### src/rtl/surf_cin_serializer_if.sv
// Command handshake bundle between a command source and the CIN framer.
// A word transfers on every sysclk edge where cmd_valid_i and cmd_ready_o are both high;
// the source keeps cmd_data_i stable while valid is high and ready is low.
interface surf_cin_serializer_if;
  logic [31:0] cmd_data_i;
  logic        cmd_valid_i;
  logic        cmd_ready_o;

  modport master (
    output cmd_data_i,
    output cmd_valid_i,
    input  cmd_ready_o
  );

  modport slave (
    input  cmd_data_i,
    input  cmd_valid_i,
    output cmd_ready_o
  );
endinterface

### src/rtl/surf_cin_serializer.sv
// TURFIO->SURF CIN transmit framer: one 32-bit word per sync-aligned 8-cycle frame,
// shifted out MS nibble first onto a registered 4-bit phy bus.
module surf_cin_serializer #(
  parameter logic        CIN_INV       = 1'b0,
  parameter logic [31:0] IDLE_WORD     = 32'h0000_0000,
  parameter logic [31:0] TRAIN_PATTERN = 32'hA55A_6996
) (
  input  logic                         sysclk_i,
  input  logic                         rst_n_i,
  input  logic                         sync_i,
  input  logic [1:0]                   mode_i,
  surf_cin_serializer_if.slave         cmd_if,
  output logic                         cmd_sent_o,
  output logic                         locked_o,
  output logic                         sync_err_o,
  input  logic                         sync_err_clr_i,
  output logic [3:0]                   cin_o,
  output logic                         dbg_state_o
);

  localparam logic [1:0] MODE_TRAIN = 2'd1;
  localparam logic [1:0] MODE_RUN   = 2'd2;
  localparam logic [1:0] MODE_IDLE  = 2'd0;

  typedef enum logic {
    ST_UNLOCKED = 1'b0,
    ST_LOCKED   = 1'b1
  } lock_state_t;

  lock_state_t r_state;
  lock_state_t w_state_nxt;

  logic [2:0]  r_cnt;
  logic [1:0]  r_mode_q;
  logic [31:0] r_frame;
  logic        r_hold_full;
  logic [31:0] r_hold_data;
  logic        r_sent;
  logic        r_sync_err;
  logic [3:0]  r_cin;

  logic [2:0]  w_slot;
  logic        w_locked;
  logic        w_active;
  logic        w_load;
  logic        w_sync_err_set;
  logic        w_take_hold;
  logic        w_ready;
  logic        w_accept;
  logic [31:0] w_frame;
  logic [4:0]  w_bit_lo;

  // Lock FSM: leaves UNLOCKED on the first sync and only reset brings it back.
  always_ff @(posedge sysclk_i or negedge rst_n_i) begin
    if (!rst_n_i) begin
      r_state <= ST_UNLOCKED;
    end else begin
      r_state <= w_state_nxt;
    end
  end

  always_comb begin
    w_state_nxt = r_state;
    case (r_state)
      ST_UNLOCKED: if (sync_i) w_state_nxt = ST_LOCKED;
      ST_LOCKED:   w_state_nxt = ST_LOCKED;
      default:     w_state_nxt = ST_UNLOCKED;
    endcase
  end

  assign w_locked       = (r_state == ST_LOCKED);
  assign w_slot         = sync_i ? 3'd0 : r_cnt;
  // The very first sync already counts as a locked slot 0 so its frame starts immediately.
  assign w_active       = w_locked | sync_i;
  assign w_load         = w_active & (w_slot == 3'd0);
  assign w_sync_err_set = sync_i & w_locked & (r_cnt != 3'd0);
  assign w_take_hold    = w_load & (mode_i == MODE_RUN) & r_hold_full;
  assign w_ready        = w_locked & (r_mode_q == MODE_RUN) & ~r_hold_full;
  assign w_accept       = cmd_if.cmd_valid_i & w_ready;
  assign w_bit_lo       = 5'd28 - {w_slot, 2'b00};

  always_comb begin
    w_frame = r_frame;
    if (w_load) begin
      case (mode_i)
        MODE_TRAIN: w_frame = TRAIN_PATTERN;
        MODE_RUN:   w_frame = r_hold_full ? r_hold_data : IDLE_WORD;
        default:    w_frame = IDLE_WORD;
      endcase
    end
  end

  always_ff @(posedge sysclk_i or negedge rst_n_i) begin
    if (!rst_n_i) begin
      r_cnt       <= 3'd0;
      r_mode_q    <= MODE_IDLE;
      r_frame     <= IDLE_WORD;
      r_hold_full <= 1'b0;
      r_hold_data <= 32'h0000_0000;
      r_sent      <= 1'b0;
      r_sync_err  <= 1'b0;
      r_cin       <= {4{CIN_INV}};
    end else begin
      r_cnt  <= w_slot + 3'd1;
      r_sent <= w_take_hold;

      if (w_load) begin
        r_mode_q <= mode_i;
        r_frame  <= w_frame;
      end

      // Ready is low while full, so an accept never lands on the cycle the hold drains.
      if (w_take_hold) begin
        r_hold_full <= 1'b0;
      end else if (w_accept) begin
        r_hold_full <= 1'b1;
        r_hold_data <= cmd_if.cmd_data_i;
      end

      if (w_sync_err_set) begin
        r_sync_err <= 1'b1;
      end else if (sync_err_clr_i) begin
        r_sync_err <= 1'b0;
      end

      if (w_active) begin
        r_cin <= w_frame[w_bit_lo +: 4] ^ {4{CIN_INV}};
      end else begin
        r_cin <= {4{CIN_INV}};
      end
    end
  end

  assign cmd_if.cmd_ready_o = w_ready;
  assign cmd_sent_o         = r_sent;
  assign locked_o           = w_locked;
  assign sync_err_o         = r_sync_err;
  assign cin_o              = r_cin;
  assign dbg_state_o        = r_state;

endmodule
### src/flat_wrapper.sv
// flat-port wrapper written by rule: the top's interface ports become plain ports
module surf_cin_serializer_flat 
#(
  parameter logic        CIN_INV       = 1'b0,
  parameter logic [31:0] IDLE_WORD     = 32'h0000_0000,
  parameter logic [31:0] TRAIN_PATTERN = 32'hA55A_6996
)
  (sysclk_i, rst_n_i, sync_i, mode_i, cmd_sent_o, locked_o, sync_err_o, sync_err_clr_i, cin_o, dbg_state_o, cmd_if_cmd_data_i, cmd_if_cmd_valid_i, cmd_if_cmd_ready_o);
  surf_cin_serializer_if cmd_if_i ();
  input  logic sysclk_i;
  input  logic rst_n_i;
  input  logic sync_i;
  input  logic [1:0] mode_i;
  output logic cmd_sent_o;
  output logic locked_o;
  output logic sync_err_o;
  input  logic sync_err_clr_i;
  output logic [3:0] cin_o;
  output logic dbg_state_o;
  input wire logic [$bits(cmd_if_i.cmd_data_i)-1:0] cmd_if_cmd_data_i;
  input wire logic [$bits(cmd_if_i.cmd_valid_i)-1:0] cmd_if_cmd_valid_i;
  output wire logic [$bits(cmd_if_i.cmd_ready_o)-1:0] cmd_if_cmd_ready_o;
  assign cmd_if_i.cmd_data_i = cmd_if_cmd_data_i;
  assign cmd_if_i.cmd_valid_i = cmd_if_cmd_valid_i;
  assign cmd_if_cmd_ready_o = cmd_if_i.cmd_ready_o;
  surf_cin_serializer #(.CIN_INV(CIN_INV), .IDLE_WORD(IDLE_WORD), .TRAIN_PATTERN(TRAIN_PATTERN)) u_core (.sysclk_i(sysclk_i), .rst_n_i(rst_n_i), .sync_i(sync_i), .mode_i(mode_i), .cmd_if(cmd_if_i), .cmd_sent_o(cmd_sent_o), .locked_o(locked_o), .sync_err_o(sync_err_o), .sync_err_clr_i(sync_err_clr_i), .cin_o(cin_o), .dbg_state_o(dbg_state_o));
endmodule
### config.mk
export PLATFORM = sky130hd
export DESIGN_NAME = surf_cin_serializer_flat
export DESIGN_NICKNAME = d
export VERILOG_FILES = /design/src/rtl/surf_cin_serializer_if.sv /design/src/rtl/surf_cin_serializer.sv /design/src/flat_wrapper.sv
export SDC_FILE = /design/constraint.sdc
export NUM_CORES = 1
export LEC_CHECK = 0
export CORE_MARGIN = 4
export CORE_UTILIZATION = 51
export CTS_BUF_LIST = sky130_fd_sc_hd__clkbuf_2 sky130_fd_sc_hd__clkbuf_4 sky130_fd_sc_hd__clkbuf_8
export DETAILED_ROUTE_END_ITERATION = 10
export GPL_TIMING_DRIVEN = 0
export HOLD_SLACK_MARGIN = 0.12
export MAX_ROUTING_LAYER = met4
export PLACE_DENSITY = 0.78
export SKIP_LAST_GASP = 1
export SLEW_MARGIN = 40
export SYNTH_ARGS = -nofsm -noshare
export SYNTH_HDL_FRONTEND = slang
export SYNTH_SLANG_ARGS = --single-unit
### constraint.sdc
create_clock -name sysclk_i -period 2.18 [get_ports sysclk_i]
set_clock_uncertainty 0.2 [all_clocks]
set_input_delay 0.545 -clock sysclk_i [delete_from_list [all_inputs] [get_ports sysclk_i]]
set_output_delay 0.545 -clock sysclk_i [all_outputs]
set_load 0.05 [all_outputs]
**Word level (Yosys, flattened, before mapping)**

Cells that the tools add are included.
W data, S select, Z words.

- Input bits: 39
- Register bits after elaboration: 77

- Bitwise operators: 12
- Reductions and logical operators: 5
- Shifts and indexed selects: 1
- Muxes and demuxes: 11
- Equality and inequality tests: 3
- Add/sub/neg operators: 2

Operators with widths:

| operator | number |
|---|---|
| $mux W32 | 2 |
| $pmux W32 S2 | 1 |
| $shiftx A32 B6 Y4 | 1 |
| $and A1 B1 Y1 | 8 |
| $mux W1 | 5 |
| $sub A5 B5 Y5 const A | 1 |
| $eq A2 B2 Y1 const B | 2 |
| $mux W4 | 1 |
| $reduce_bool A2 Y1 | 2 |
| $add A3 B1 Y3 const B | 1 |
| $logic_not A3 Y1 | 1 |
| $mux W3 | 1 |
| $not A1 Y1 | 3 |
| $reduce_bool A3 Y1 | 1 |
| $eq A2 B1 Y1 const B | 1 |
| $pmux W1 S2 | 1 |
| $reduce_and A2 Y1 | 1 |
| $or A1 B1 Y1 | 1 |

**Longest topological paths before layout**

- Depth after elaboration: 7
- Depth in mapped cells: 10

**Worst setup path before layout**

OpenSTA, ideal clock, no wires.

- Kind: input to register
- From: in sync_i
- To: reg u_core.r_cin[3], in the netlist u_core.cin_o[3]
- Data required time: 1876 ps
- Path slack: -445 ps
- Library setup time: 104 ps
- Arrival time: 2321 ps
- Stages: 10
- Cells stage by stage: buf_2 inv_2 nand2_1 ha_1 and2b_1 o21ai_2 o2bb2ai_2 o22a_1 o221ai_1 a221oi_1

RTL lines:

| item | line | RTL |
|---|---|---|
| start, declared | flat_wrapper.sv:12 | `input logic sync_i;` |
| $mux W3 | surf_cin_serializer.sv:72 | `assign w_slot = sync_i ? 3'd0 : r_cnt;` |
| $sub A5 B5 Y5 | surf_cin_serializer.sv:80 | `assign w_bit_lo = 5'd28 - {w_slot, 2'b00};` |
| via u_core.w_bit_lo[2] | surf_cin_serializer.sv:51 | `logic [4:0] w_bit_lo;` |
| $shiftx A32 B6 Y4 | surf_cin_serializer.sv:127 | `r_cin <= w_frame[w_bit_lo +: 4] ^ {4{CIN_INV}};` |
| $mux W4 | surf_cin_serializer.sv:126 | `if (w_active) begin` |
| end signal, assigned | surf_cin_serializer.sv:102 | `r_cin <= {4{CIN_INV}};` |
| end signal, assigned | surf_cin_serializer.sv:127 |  |
| end signal, assigned | surf_cin_serializer.sv:129 | `r_cin <= {4{CIN_INV}};` |
| end, declared | surf_cin_serializer.sv:40 | `logic [3:0] r_cin;` |

The timed path passes the listed nets, and every way through them passes these cells.
A chain may end at the register's enable or synchronous reset.

**Worst setup path after layout**

- From: in sync_i
- To: reg u_core.r_cin[2], in the netlist u_core.cin_o[2]

- Longest elaborated chain between the ends: 6

RTL lines:

| item | line |
|---|---|
| parallel branches: the longest is 5 deep, another holds $sub A5 B5 Y5 | - |
| $mux W4 * | surf_cin_serializer.sv:126 |

Every way passes the cells marked *.

==> run summary <==
=================================================================================
Start point of the worst hold path                                   u_core.r_frame[27]$_DFFE_PN0N_
Clock buffers created by TritonCTS                                              9
Floorplan die height                                                 91.6 microns
Pins over their slew limit                                                      0
Number of filler instances in the final layout                                473
Clock latency reported for the late side of the worst-skew pair            360 ps
Clk sink count                                                                 77
Total number of H-tree levels                                                   3
Critical path class                                                  primary input to register
Vias after detailed routing                                                  2797
Post-synthesis average cell area                                       11.2 sq um
Hold Violations, Final                                                          0
Source of the critical timing path                                         sync_i
DRT Wirelength                                                       9550 microns
Tightest Pin Transition                                                    497 ps
Total DRC errors in the routed layout                                           0
Post-synthesis cell area                                             0.00356 sq mm
FF-to-FF Start                                                       u_core.r_cnt[0]$_DFF_PN0_
Bufs on Longest Clock Path                                                      2
Number of rows in the core area                                                30
R2r setup slk                                                               20 ps
Register clock-pin slew on the reported worst setup and hold paths          80 ps
Initial Utilization                                                         52.4%
Clock tree from TritonCTS                                                    done
Main synth FF type                                                   sky130_fd_sc_hd__dfrtp_1
Post-synth EDFFs                                                                0
Distinct cell type count of the synthesized netlist                            56
Length in cells of the worst reg-to-reg path                                    9
Portion of the post-synthesis area used by sequential elements              54.1%
Count of nets after finishing                                                 445
Number of top-level design ports                                               48
Final Worst Setup Slack                                                   8.55 ps
Worst VDD drop                                                         0.000534 V
Antenna violations before repair                                                0
Critical path data arrival time                                           2200 ps
Remaining global-route overflow                                                 0
Area growth from synthesis to layout                                        39.7%
Wire per inst                                                        19.1 microns
Critical path capture point                                          u_core.cin_o[2]$_DFF_PN0_
Cell Pwr Density                                                      951 mW/mm^2
Total track usage                                                           24.7%
Wire length of the first global-routing pass                         15300 microns
Final Setup Violations                                                          0
RSZ-0062 raised after global routing                                          yes
Violation count after the first detailed-routing iteration                    260
Leakage power                                                             2.24 nW
Routability-driven placement congestion ratio                               0.964
Maximum fanout along the worst path                                            11
Die area                                                             0.00839 sq mm
Part of the cycle the worst path needs                                      99.6%
Worst reg2reg path endpoint                                          u_core.cin_o[0]$_DFF_PN0_
Critical Path RT                                                          2200 ps
Post-DP HPWL                                                         6330 microns
Outcome                                                              finished, final reports clean
TNS Setup                                                                    0 ps
Setup slack after placement                                              -1020 ps
Tightest slew margin relative to the limit                                  67.0%
Largest net degree at the start of global routing                              45
Placement Cell Area                                                  0.00424 sq mm
Number of nets with antenna violations after detailed routing                   0
Critical path startpoint category                                    primary input
Synthesis warning total                                                         0
Vias in the first global route                                               2904
Class of the most critical hold timing path                          register to register
Count of buffers from port buffering                                           46
Count of mapped cells out of synthesis                                        317
Kind of capture point of the worst setup path                            register
Post-layout total power                                                   4.73 mW
Min Tclk post-route                                                       2170 ps
Max frequency                                                           0.461 GHz
Share of layout cells above drive strength 1                                32.1%
Number of max-cap violations                                                    0
Number of flip-flops and latches in the synthesized netlist                    77
Drt pass-1 iters                                                                4
Nets in the synthesized netlist                                               361
Via-to-Cell Ratio                                                            5.58
Share of async-settable or async-resettable flops after synthesis            100%
Library cell used as clock root buffer                               sky130_fd_sc_hd__clkbuf_8
Final instance area                                                  0.00498 sq mm
Horizontal extent of the die                                         91.6 microns
Core ar.                                                             0.00679 sq mm
Ant diodes                                                                      0
=================================================================================
==> placed cells by master, fill, tap and decap left out, types with 3 or more instances in the layout <==
master and instances:
sky130_fd_sc_hd__a211oi_2 7, sky130_fd_sc_hd__a21oi_1 19, sky130_fd_sc_hd__buf_12 4, sky130_fd_sc_hd__buf_2 7
sky130_fd_sc_hd__buf_4 21, sky130_fd_sc_hd__buf_6 10, sky130_fd_sc_hd__buf_8 3, sky130_fd_sc_hd__bufinv_16 3
sky130_fd_sc_hd__clkbuf_8 11, sky130_fd_sc_hd__clkdlybuf4s50_1 34, sky130_fd_sc_hd__dfrtp_1 75, sky130_fd_sc_hd__dlygate4sd2_1 7
sky130_fd_sc_hd__inv_1 11, sky130_fd_sc_hd__mux2_1 14, sky130_fd_sc_hd__mux2_2 18, sky130_fd_sc_hd__mux2i_1 3
sky130_fd_sc_hd__nand2_1 53, sky130_fd_sc_hd__nand3_1 9, sky130_fd_sc_hd__nand3_2 3, sky130_fd_sc_hd__nor2_1 9
sky130_fd_sc_hd__o211ai_1 4, sky130_fd_sc_hd__o21ai_0 9, sky130_fd_sc_hd__o21ai_4 3, sky130_fd_sc_hd__o31ai_1 3
sky130_fd_sc_hd__o31ai_4 5
==> where the power goes <==
part	leakage (nW)	internal, mW	switching [mW]	total, mW
combinational	1.14	0.666	0.680	1.35
sequential	0.976	1.84	0.216	2.05
clock	0.125	0.815	0.517	1.33
==> cells in the mapped netlist, types with 3 or more instances <==
cell	number	area [sq um]
sky130_fd_sc_hd__a211oi_1	5	37.5
sky130_fd_sc_hd__o21ai_0	9	45.0
sky130_fd_sc_hd__o32ai_1	3	26.3
sky130_fd_sc_hd__clkbuf_1	5	18.8
sky130_fd_sc_hd__mux2_2	18	203
sky130_fd_sc_hd__inv_1	12	45.0
sky130_fd_sc_hd__nand2_1	57	214
sky130_fd_sc_hd__buf_6	3	33.8
sky130_fd_sc_hd__o211ai_1	4	30.0
sky130_fd_sc_hd__nand3_1	10	50.1
sky130_fd_sc_hd__o31ai_1	3	22.5
sky130_fd_sc_hd__ha_1	5	62.6
sky130_fd_sc_hd__dfrtp_1	77	1930
sky130_fd_sc_hd__a21oi_1	19	95.1
sky130_fd_sc_hd__buf_2	11	55.1
sky130_fd_sc_hd__mux2_1	14	158
sky130_fd_sc_hd__mux2i_1	4	40.0
sky130_fd_sc_hd__nor2_1	9	33.8
sky130_fd_sc_hd__o31ai_2	4	50.1
==> repair_timing <==
| action | 4_1_cts | 5_1_grt |
|---|---|---|
| pin swaps | 12 | 11 |
| endpoints found under the hold margin | 33 | 0 |
| endpoints found under the setup margin | 30 | 5 |
| hold buffers | 1 | 0 |
| cloned | 4 | 0 |
| buffers inserted | 11 | 12 |
| resized for setup | 66 | 8 |
==> registers in the layout (all words and copies together), names as in the netlist <==
| signal | flops |
|---|---|
| u_core.cin_o | 4 |
| u_core.cmd_sent_o | 1 |
| u_core.dbg_state_o | 1 |
| u_core.r_cnt | 3 |
| u_core.r_frame | 32 |
| u_core.r_hold_data | 32 |
| u_core.r_hold_full | 1 |
| u_core.r_mode_q | 2 |
| u_core.sync_err_o | 1 |
==> critical path: stages <==
cell                        delay, ps
sky130_fd_sc_hd__buf_8            130
sky130_fd_sc_hd__inv_4            120
sky130_fd_sc_hd__nand2_4          110
sky130_fd_sc_hd__ha_4             200
sky130_fd_sc_hd__and2b_1          180
sky130_fd_sc_hd__o21ai_4          140
sky130_fd_sc_hd__a2bb2oi_2        260
sky130_fd_sc_hd__o32ai_4          130
sky130_fd_sc_hd__o41ai_2          270
sky130_fd_sc_hd__a211oi_2          90
==> layer usage <==
metal / up-vias / track usage (%) / part of all wire [%]
li1: 1284 / - / -
met1: 1389 / 32.9 / 42
met2: 103 / 36.7 / 49
met3: 21 / 5.30 / 7.3
met4: 0 / 10.6 / 2.0
met5: - / - / 0
==> cell type report <==
type | instances | area [sq um] | area share, %
multi-input cells | 206 | 1700 | 34.2
repair buffers | 74 | 729 | 14.7
clock inverters | 4 | 95.1 | 1.91
flip-flops and latches | 77 | 1930 | 38.8
plain buffers | 20 | 198 | 3.97
clock buffers | 11 | 151 | 3.04
inverters | 13 | 51.3 | 1.03
well taps | 96 | 120 | 2.41
==> cell families after synthesis <==
kind of cell,after synthesis,share of synthesized area (%)
simple gates,90,11.5
flops,77,54.1
compound gates,73,16.3
mux,36,11.2
buf+inv,35,4.92
fa+ha+maj,5,1.76
xor+xnor,1,0.246
==> worst min path at each step <==
stage,endpoint,cells past startpoint
6_report,u_core.r_frame[27]$_DFFE_PN0N_,2
4_1_cts,u_core.r_frame[25]$_DFFE_PN0N_,2
3_3_place_gp,u_core.r_frame[27]$_DFFE_PN0N_,2
5_1_grt,u_core.r_frame[25]$_DFFE_PN0N_,2
3_5_place_dp,u_core.r_mode_q[0]$_DFFE_PN0N_,1
2_1_floorplan,u_core.cin_o[0]$_DFF_PN0_,0
==> per-stage QoR <==
step                util, %  std cells  hold WS, ps
finish                 73.3        501          269
detailed placement     62.4        460          251
CTS                    71.0        489          270
global route           73.3        501          300
floorplan                 -        317         49.4
global placement       62.1        459          248
Power figures use the tool's default switching activity.
